`src/rtl/signal_half_align_if.sv`:
```
// rtl/signal_half_align_if.sv - signal/reference/calibration bundle for signal_half_align
//
// Signals (direction as seen from the design, modport slave):
//   signal_in    in   incoming single-bit signal, launched on the remote negedge
//   ref_in       in   posedge-domain reference to align to
//   delay_sel    in   manual delay, DELAY_W bits
//   delay_src    in   0: manual delay, 1: calibrated delay
//   cal_start    in   one-cycle calibration request
//   cal_busy     out  calibration in progress
//   cal_done     out  one-cycle pulse at calibration end
//   cal_error    out  last calibration failed (sticky until next accepted cal_start)
//   delay_cur    out  delay currently applied, DELAY_W bits
//   signal_out   out  aligned signal
//   signal_rise  out  one-cycle pulse with signal_out 0->1
//   signal_fall  out  one-cycle pulse with signal_out 1->0

interface signal_half_align_if #(
    parameter int DELAY_W = 4
);
    logic               signal_in;
    logic               ref_in;
    logic [DELAY_W-1:0] delay_sel;
    logic               delay_src;
    logic               cal_start;
    logic               cal_busy;
    logic               cal_done;
    logic               cal_error;
    logic [DELAY_W-1:0] delay_cur;
    logic               signal_out;
    logic               signal_rise;
    logic               signal_fall;

    modport master (
        output signal_in, ref_in, delay_sel, delay_src, cal_start,
        input  cal_busy, cal_done, cal_error, delay_cur,
               signal_out, signal_rise, signal_fall
    );

    modport slave (
        input  signal_in, ref_in, delay_sel, delay_src, cal_start,
        output cal_busy, cal_done, cal_error, delay_cur,
               signal_out, signal_rise, signal_fall
    );
endinterface

```
`src/rtl/signal_half_align.sv`:
```
// rtl/signal_half_align.sv - re-times a negedge-launched signal into the posedge domain with selectable delay
//
// Ports:
//   clk   in   system clock
//   rst   in   asynchronous reset, active-high
//   bus   signal_half_align_if.slave (signal in/out, reference, delay control, calibration status)
//
// Build option:
//   SIGNAL_ALIGN_CAL_EN  when defined, includes the calibration FSM that measures the
//                        distance from the tap[0] rise to the ref_in rise. When undefined,
//                        cal_busy/cal_done/cal_error read 0, delay_src/cal_start/ref_in are
//                        ignored and delay_cur always follows the clamped delay_sel.

module signal_half_align #(
    parameter int MAX_DELAY   = 16,
    parameter int DELAY_W     = 4,
    parameter int CAL_TIMEOUT = 4096
) (
    input  logic               clk,
    input  logic               rst,
    signal_half_align_if.slave bus
);
    localparam logic [DELAY_W-1:0] DELAY_MAX = DELAY_W'(MAX_DELAY - 1);

    logic                 neg_cap;
    logic [MAX_DELAY-1:0] tap;
    logic [DELAY_W-1:0]   delay_cur;
    logic [DELAY_W-1:0]   delay_next;
    logic [DELAY_W-1:0]   delay_clamped;
    logic                 tap_sel;
    logic                 signal_out;
    logic                 signal_rise;
    logic                 signal_fall;
    logic                 cal_busy;
    logic                 cal_done;
    logic                 cal_error;

    // The remote side launches on its negedge, so sampling on our negedge
    // sits mid-eye for the incoming level.
    always_ff @(negedge clk or posedge rst) begin
        if (rst) begin
            neg_cap <= 1'b0;
        end else begin
            neg_cap <= bus.signal_in;
        end
    end

    always_ff @(posedge clk or posedge rst) begin
        if (rst) begin
            tap <= '0;
        end else begin
            tap <= {tap[MAX_DELAY-2:0], neg_cap};
        end
    end

    assign delay_clamped = (bus.delay_sel > DELAY_MAX) ? DELAY_MAX : bus.delay_sel;

    // Explicit compare-mux keeps the select well defined when DELAY_W is
    // wider than the tap index.
    always_comb begin
        tap_sel = 1'b0;
        for (int i = 0; i < MAX_DELAY; i++) begin
            if (delay_cur == DELAY_W'(i)) begin
                tap_sel = tap[i];
            end
        end
    end

    always_ff @(posedge clk or posedge rst) begin
        if (rst) begin
            delay_cur   <= '0;
            signal_out  <= 1'b0;
            signal_rise <= 1'b0;
            signal_fall <= 1'b0;
        end else begin
            delay_cur   <= delay_next;
            signal_out  <= tap_sel;
            signal_rise <= tap_sel & ~signal_out;
            signal_fall <= ~tap_sel & signal_out;
        end
    end

`ifdef SIGNAL_ALIGN_CAL_EN
    typedef enum logic [1:0] {
        IDLE,
        WAIT_SIG,
        COUNT,
        FINISH
    } state_t;

    // One counter serves both the WAIT_SIG timeout and the COUNT distance.
    localparam int CNT_W = $clog2(CAL_TIMEOUT + MAX_DELAY + 2);
    localparam logic [CNT_W-1:0] CNT_MAX     = CNT_W'(MAX_DELAY);
    localparam logic [CNT_W-1:0] CNT_TIMEOUT = CNT_W'(CAL_TIMEOUT - 1);

    state_t             state;
    state_t             state_next;
    logic [CNT_W-1:0]   cnt;
    logic [CNT_W-1:0]   cnt_next;
    logic               cal_error_next;
    logic [DELAY_W-1:0] cal_delay;
    logic [DELAY_W-1:0] cal_delay_next;
    logic               tap0_prev;
    logic               ref_prev;
    logic               tap0_rise;
    logic               ref_rise;

    assign tap0_rise = tap[0] & ~tap0_prev;
    assign ref_rise  = bus.ref_in & ~ref_prev;

    always_ff @(posedge clk or posedge rst) begin
        if (rst) begin
            state     <= IDLE;
            cnt       <= '0;
            cal_error <= 1'b0;
            cal_delay <= '0;
            tap0_prev <= 1'b0;
            ref_prev  <= 1'b0;
        end else begin
            state     <= state_next;
            cnt       <= cnt_next;
            cal_error <= cal_error_next;
            cal_delay <= cal_delay_next;
            tap0_prev <= tap[0];
            ref_prev  <= bus.ref_in;
        end
    end

    always_comb begin
        state_next     = state;
        cnt_next       = cnt;
        cal_error_next = cal_error;
        cal_delay_next = cal_delay;
        case (state)
            IDLE: begin
                if (bus.cal_start) begin
                    state_next     = WAIT_SIG;
                    cnt_next       = '0;
                    cal_error_next = 1'b0;
                end
            end
            WAIT_SIG: begin
                // A reference rise coinciding with the signal rise means the
                // signal would need a negative delay.
                if (tap0_rise && ref_rise) begin
                    state_next     = FINISH;
                    cal_error_next = 1'b1;
                end else if (tap0_rise) begin
                    state_next = COUNT;
                    cnt_next   = CNT_W'(1);
                end else if (cnt == CNT_TIMEOUT) begin
                    state_next     = FINISH;
                    cal_error_next = 1'b1;
                end else begin
                    cnt_next = cnt + CNT_W'(1);
                end
            end
            COUNT: begin
                if (cnt > CNT_MAX) begin
                    state_next     = FINISH;
                    cal_error_next = 1'b1;
                end else if (ref_rise) begin
                    state_next     = FINISH;
                    cal_delay_next = DELAY_W'(cnt - CNT_W'(1));
                end else begin
                    cnt_next = cnt + CNT_W'(1);
                end
            end
            FINISH: begin
                state_next = IDLE;
            end
            default: begin
                state_next = IDLE;
            end
        endcase
    end

    assign cal_busy = (state != IDLE);
    assign cal_done = (state == FINISH);

    // Freeze the applied delay while a measurement is running so the
    // output path does not move underneath it.
    assign delay_next = cal_busy ? delay_cur
                                 : (bus.delay_src ? cal_delay : delay_clamped);
`else
    logic unused_cal_inputs;

    assign unused_cal_inputs = ^{bus.delay_src, bus.cal_start, bus.ref_in};
    assign cal_busy   = 1'b0;
    assign cal_done   = 1'b0;
    assign cal_error  = 1'b0;
    assign delay_next = delay_clamped;
`endif

    assign bus.cal_busy    = cal_busy;
    assign bus.cal_done    = cal_done;
    assign bus.cal_error   = cal_error;
    assign bus.delay_cur   = delay_cur;
    assign bus.signal_out  = signal_out;
    assign bus.signal_rise = signal_rise;
    assign bus.signal_fall = signal_fall;
endmodule
```
`src/flat_wrapper.sv`:
```
// flat-port wrapper written by rule: the top's interface ports become plain ports
module signal_half_align_flat 
#(
    parameter int MAX_DELAY   = 16,
    parameter int DELAY_W     = 4,
    parameter int CAL_TIMEOUT = 4096
)
  (clk, rst, bus_signal_in, bus_ref_in, bus_delay_sel, bus_delay_src, bus_cal_start, bus_cal_busy, bus_cal_done, bus_cal_error, bus_delay_cur, bus_signal_out, bus_signal_rise, bus_signal_fall);
  signal_half_align_if #(.DELAY_W(DELAY_W)) bus_i ();
  input  logic clk;
  input  logic rst;
  input wire logic [$bits(bus_i.signal_in)-1:0] bus_signal_in;
  input wire logic [$bits(bus_i.ref_in)-1:0] bus_ref_in;
  input wire logic [$bits(bus_i.delay_sel)-1:0] bus_delay_sel;
  input wire logic [$bits(bus_i.delay_src)-1:0] bus_delay_src;
  input wire logic [$bits(bus_i.cal_start)-1:0] bus_cal_start;
  output wire logic [$bits(bus_i.cal_busy)-1:0] bus_cal_busy;
  output wire logic [$bits(bus_i.cal_done)-1:0] bus_cal_done;
  output wire logic [$bits(bus_i.cal_error)-1:0] bus_cal_error;
  output wire logic [$bits(bus_i.delay_cur)-1:0] bus_delay_cur;
  output wire logic [$bits(bus_i.signal_out)-1:0] bus_signal_out;
  output wire logic [$bits(bus_i.signal_rise)-1:0] bus_signal_rise;
  output wire logic [$bits(bus_i.signal_fall)-1:0] bus_signal_fall;
  assign bus_i.signal_in = bus_signal_in;
  assign bus_i.ref_in = bus_ref_in;
  assign bus_i.delay_sel = bus_delay_sel;
  assign bus_i.delay_src = bus_delay_src;
  assign bus_i.cal_start = bus_cal_start;
  assign bus_cal_busy = bus_i.cal_busy;
  assign bus_cal_done = bus_i.cal_done;
  assign bus_cal_error = bus_i.cal_error;
  assign bus_delay_cur = bus_i.delay_cur;
  assign bus_signal_out = bus_i.signal_out;
  assign bus_signal_rise = bus_i.signal_rise;
  assign bus_signal_fall = bus_i.signal_fall;
  signal_half_align #(.MAX_DELAY(MAX_DELAY), .DELAY_W(DELAY_W), .CAL_TIMEOUT(CAL_TIMEOUT)) u_core (.clk(clk), .rst(rst), .bus(bus_i));
endmodule
```
`config.mk`:
```
export PLATFORM = sky130hd
export DESIGN_NAME = signal_half_align_flat
export DESIGN_NICKNAME = d
export VERILOG_FILES = /design/src/rtl/signal_half_align_if.sv /design/src/rtl/signal_half_align.sv /design/src/flat_wrapper.sv
export SDC_FILE = /design/constraint.sdc
export NUM_CORES = 1
export LEC_CHECK = 0
export CAP_MARGIN = 20
export CORE_MARGIN = 2
export CORE_UTILIZATION = 46
export DETAILED_ROUTE_END_ITERATION = 8
export PLACE_DENSITY = 0.75
export SKIP_LAST_GASP = 1
export SLEW_MARGIN = 20
export SYNTH_ARGS = -nofsm -noshare
export SYNTH_HDL_FRONTEND = slang
export SYNTH_SLANG_ARGS = --single-unit
```
`constraint.sdc`:
```
create_clock -name clk -period 1.8 [get_ports clk]
set_input_delay 0.45 -clock clk [delete_from_list [all_inputs] [get_ports clk]]
set_output_delay 0.45 -clock clk [all_outputs]
set_load 0.02 [all_outputs]
```
Yosys cells after proc, flatten, opt, wreduce, memory -nomap -nowiden
Index checks and enable logic that the tools add are counted.
Widths: inputs -> output; s select.
{ "classes": {"add_sub_neg": 0, "mul": 0, "n_div": 0, "magnitude_cmp": 1, "n_eq_ne": 15, "shifts": 0, "mux": 17, "n_bitwise": 4, "n_reduce_logical": 1} }
{ "ops": {"columns": ["op", "n"], "rows": [
  ["$eq 4x4->1 const B", 8],
  ["$eq 4x3->1 const B", 4],
  ["$mux 1", 16],
  ["$eq 4x2->1 const B", 2],
  ["$eq 4x1->1 const B", 1],
  ["$gt 4x4->1 const B", 1],
  ["$logic_not 4->1", 1],
  ["$mux 4", 1],
  ["$and 1x1->1", 2],
  ["$not 1->1", 2]
]} }
{ "totals": {"ff_bits": 24, "latchBits": 0, "ramBits": 0, "mem_bits_ro": 0, "in_bits": 10, "output_inout_bits": 10, "word_cells": 44, "memories": 0} }

Longest topological paths before layout
Gate-level depths: netlist of the first run.
{ "depth": {"word_depth": 19, "ltp_mapped": 5, "mapped_depth_nobuf": 4} }

==> flow_summary.json, run 1 <==
{
  "ys.warnings.count": 0,
  "core-area_um2": 1708,
  "postCtsSetupBuffers": 0,
  "port_buffers": 13,
  "placedCellCount": 84,
  "met1_length_um": 481,
  "drt-initial-drc-count": 0,
  "synthCells": 46,
  "hold_end": "u_core.tap[3]",
  "regToRegSetupSlack_ns": 0.22,
  "synth_cell_types": 16,
  "via_per_inst": 4.489,
  "cap_violations": 0,
  "finalWorstPathRequiredPeriod_ns": 1.708,
  "clk_pin_slew_worst_paths_ns": 0.11,
  "p_leak_nw": 0.4608,
  "p_comb_frac": 0.120,
  "h-tree-depth": 1,
  "synth-edff-count": 0,
  "worst_slack_ns": 0.09177,
  "path_buf_inv": 1,
  "yosys.area.top_type": "dfrtp_1",
  "max_stage_delay_ns": 0.60,
  "grt_antenna_before_repair": 0,
  "syn2layout_area_growth_pct": 21.53,
  "numCtsBuffers": 3,
  "dr_wl_met3_um": 37,
  "worstSetupStartpointType": "register",
  "pre_cts_slack_ns": -0.1067,
  "routed_wl_mm": 1.053,
  "ir_drop_mv": 0.6480,
  "synth_most_common_cell": "dfrtp_1",
  "status": "complete, no violations",
  "synth_common_cells": "dfrtp_1 (23), buf_4 (3), mux2i_1 (3), nor2_1 (3)",
  "clk_path_buf_depth": 2,
  "clkPwrFrac": 0.239,
  "hold_viol": 0,
  "yosysTopAreaCellShare": 0.7023,
  "pin_count": 20,
  "worstPathMaxFanout": 2,
  "drive_gt1_frac": 0.1587,
  "hold_path_depth": 0,
  "synthFlopType": "dfrtp_1",
  "fin_crit_sh": 0.9490,
  "switching_share": 0.2244,
  "p_switching_mw": 0.2071,
  "p_int_mw": 0.7159,
  "die_width_um": 46.21,
  "routedWlPerCell_um": 11.97,
  "min_from": "u_core.tap[2]",
  "wl_met2_um": 513,
  "syn_area_per_cell_um2": 17.82,
  "yosysSeqAreaShare": 0.7328,
  "clk_latency_ns": 0.30,
  "synth_area_um2": 819.5,
  "rsz0062_at_grt": "no",
  "drv_slew": 0,
  "cts.sinks": 24,
  "hold_buffers": 0,
  "crit_type": "reg -> out",
  "crit_family": "buffers and inverters",
  "async_flop_share": 1.000,
  "grt_max_degree": 24,
  "overflow": 0,
  "worst_r2r_endpoint": "u_core.bus.signal_rise",
  "cts-root-buf": "clkbuf_4",
  "vias": 395,
  "diodes": 0,
  "dieArea_um2": 2135,
  "post-dp-hpwl_um": 786.9,
  "synth_area_leaders": "dfrtp_1 (70%), mux4_1 (6.4%), mux2i_1 (3.7%)",
  "grt_pass1_wl_mm": 1.697,
  "skew_ns": 0.005462,
  "end_kind": "output port",
  "first_pass_iters": 1,
  "regToRegStartpoint": "u_core.bus.delay_cur[0]",
  "drc_errors": 0,
  "path_cells": "clkdlybuf4s50_1",
  "final-setup-viol-count": 0,
  "r2r_cells": 4,
  "critPathSlowestCell": "clkdlybuf4s50_1",
  "seq_power_share": 0.641,
  "min_path_type": "reg -> reg",
  "initial_utilization": 0.4799,
  "rows": 15,
  "fmax_mhz": 585.4,
  "ys_ff_latch": 24,
  "power_mw": 0.9229,
  "first_global_vias": 403,
  "finalSetupTns_ns": 0,
  "die_h_um": 46.21,
  "cts_tree": "done",
  "globalplace.congestion": 0.7577,
  "fin_cells": 88,
  "top_layer_used": "met4",
  "track_usage": 0.1192,
  "nets": 74,
  "fin_util": 0.5832,
  "critPathArrivalTime_ns": 1.26,
  "antenna_left": 0,
  "p_per_area_nw_per_um2": 926.7,
  "crit_required_ns": 1.35
}
[worst max path at each step]
stage / cells after the start / slack, ns / start / end
after floorplan: 1 / 0.07 / rst / u_core.neg_cap
after global placement: 1 / -0.11 / bus_signal_in / u_core.neg_cap
after detailed placement: 1 / -0.11 / bus_signal_in / u_core.neg_cap
after CTS: 1 / 0.002 / u_core.bus.delay_cur[3] / bus_delay_cur[3]
after global routing: 1 / 0.02 / u_core.bus.signal_out / bus_signal_out
final: 1 / 0.09 / u_core.bus.signal_out / bus_signal_out
[cell type report]
class | count | area (um2)
flip-flops and latches | 24 | 601.8
clock buffers | 4 | 26.28
fillers | 138 | 711.9
multi-input cells | 18 | 185.2
inverters | 2 | 7.507
well taps | 25 | 31.28
repair buffers | 15 | 143.9
[layout by cell type (no fill, tap or decap), drive strengths merged]
master         Yosys  layout
o211ai             1       1
dfrtp             23      23
dlygate4sd2        0       3
inv                2       2
clkbuf             0       4
o22ai              1       1
or4bb              1       1
dlymetal6s2s       0       1
conb               1       3
buf                4       2
mux2               1       1
mux2i              3       3
nand2              1       1
and2               1       1
nor2               3       3
mux4               3       3
clkdlybuf4s50      0       9
dfrtn              1       1
[timing repair]
action	in CTS	in global routing
gates cloned	0	0
pin swaps	0	0
gates resized for setup	4	1
endpoints found under the setup margin	3	1
[stage by stage]
step           area, um2  hold WS [ns]
2_1_floorplan      827.0        0.3459
3_3_place_gp       969.7        0.3521
3_5_place_dp       969.7        0.3524
4_1_cts            993.5        0.3844
5_1_grt            996.0        0.3938
6_report           996.0        0.3786
[sequential cells by signal, indices dropped and copies added (netlist names)]
name,cells
u_core.bus.signal_out,1
u_core.bus.signal_fall,1
u_core.tap,16
u_core.bus.signal_rise,1
u_core.neg_cap,1
u_core.bus.delay_cur,4
[logic make-up (layout without fill, tap and decap cells)]
kind of cell | count (synthesis) | after routing | share of synthesized area
AOI/OAI and AO/OA | 2 | 2 | 0.03053
buffers and inverters | 6 | 21 | 0.05038
DFF | 24 | 24 | 0.7328
muxes | 7 | 7 | 0.1420
other | 1 | 3 | 0.004576
and+or+nand+nor | 6 | 6 | 0.03969
[layer usage]
layer  vias to the layer above  track usage
met5                         -            0
met4                         0      0.06857
met3                         2      0.03529
met2                         8       0.1750
met1                       201       0.1573
li1                        184            -
[power groups by stage]
| stage | logic [mW] | clock network, mW | registers, mW |
|---|---|---|---|
| floorplan | 0.0546 | 0 | 0.615 |
| global placement | 0.113 | 0 | 0.602 |
| detailed placement | 0.114 | 0 | 0.603 |
| CTS | 0.112 | 0.235 | 0.593 |
| global route | 0.119 | 0.258 | 0.597 |
| finish | 0.110 | 0.221 | 0.592 |
No activity file was read; power rests on OpenSTA's default activity.
==> inputs of run 2 (changes only) <==
Settings changed: SLEW_MARGIN 20 to unset.
==> results of run 2 <==
The final DEF is identical to that of run 1; final timing and power are the same.
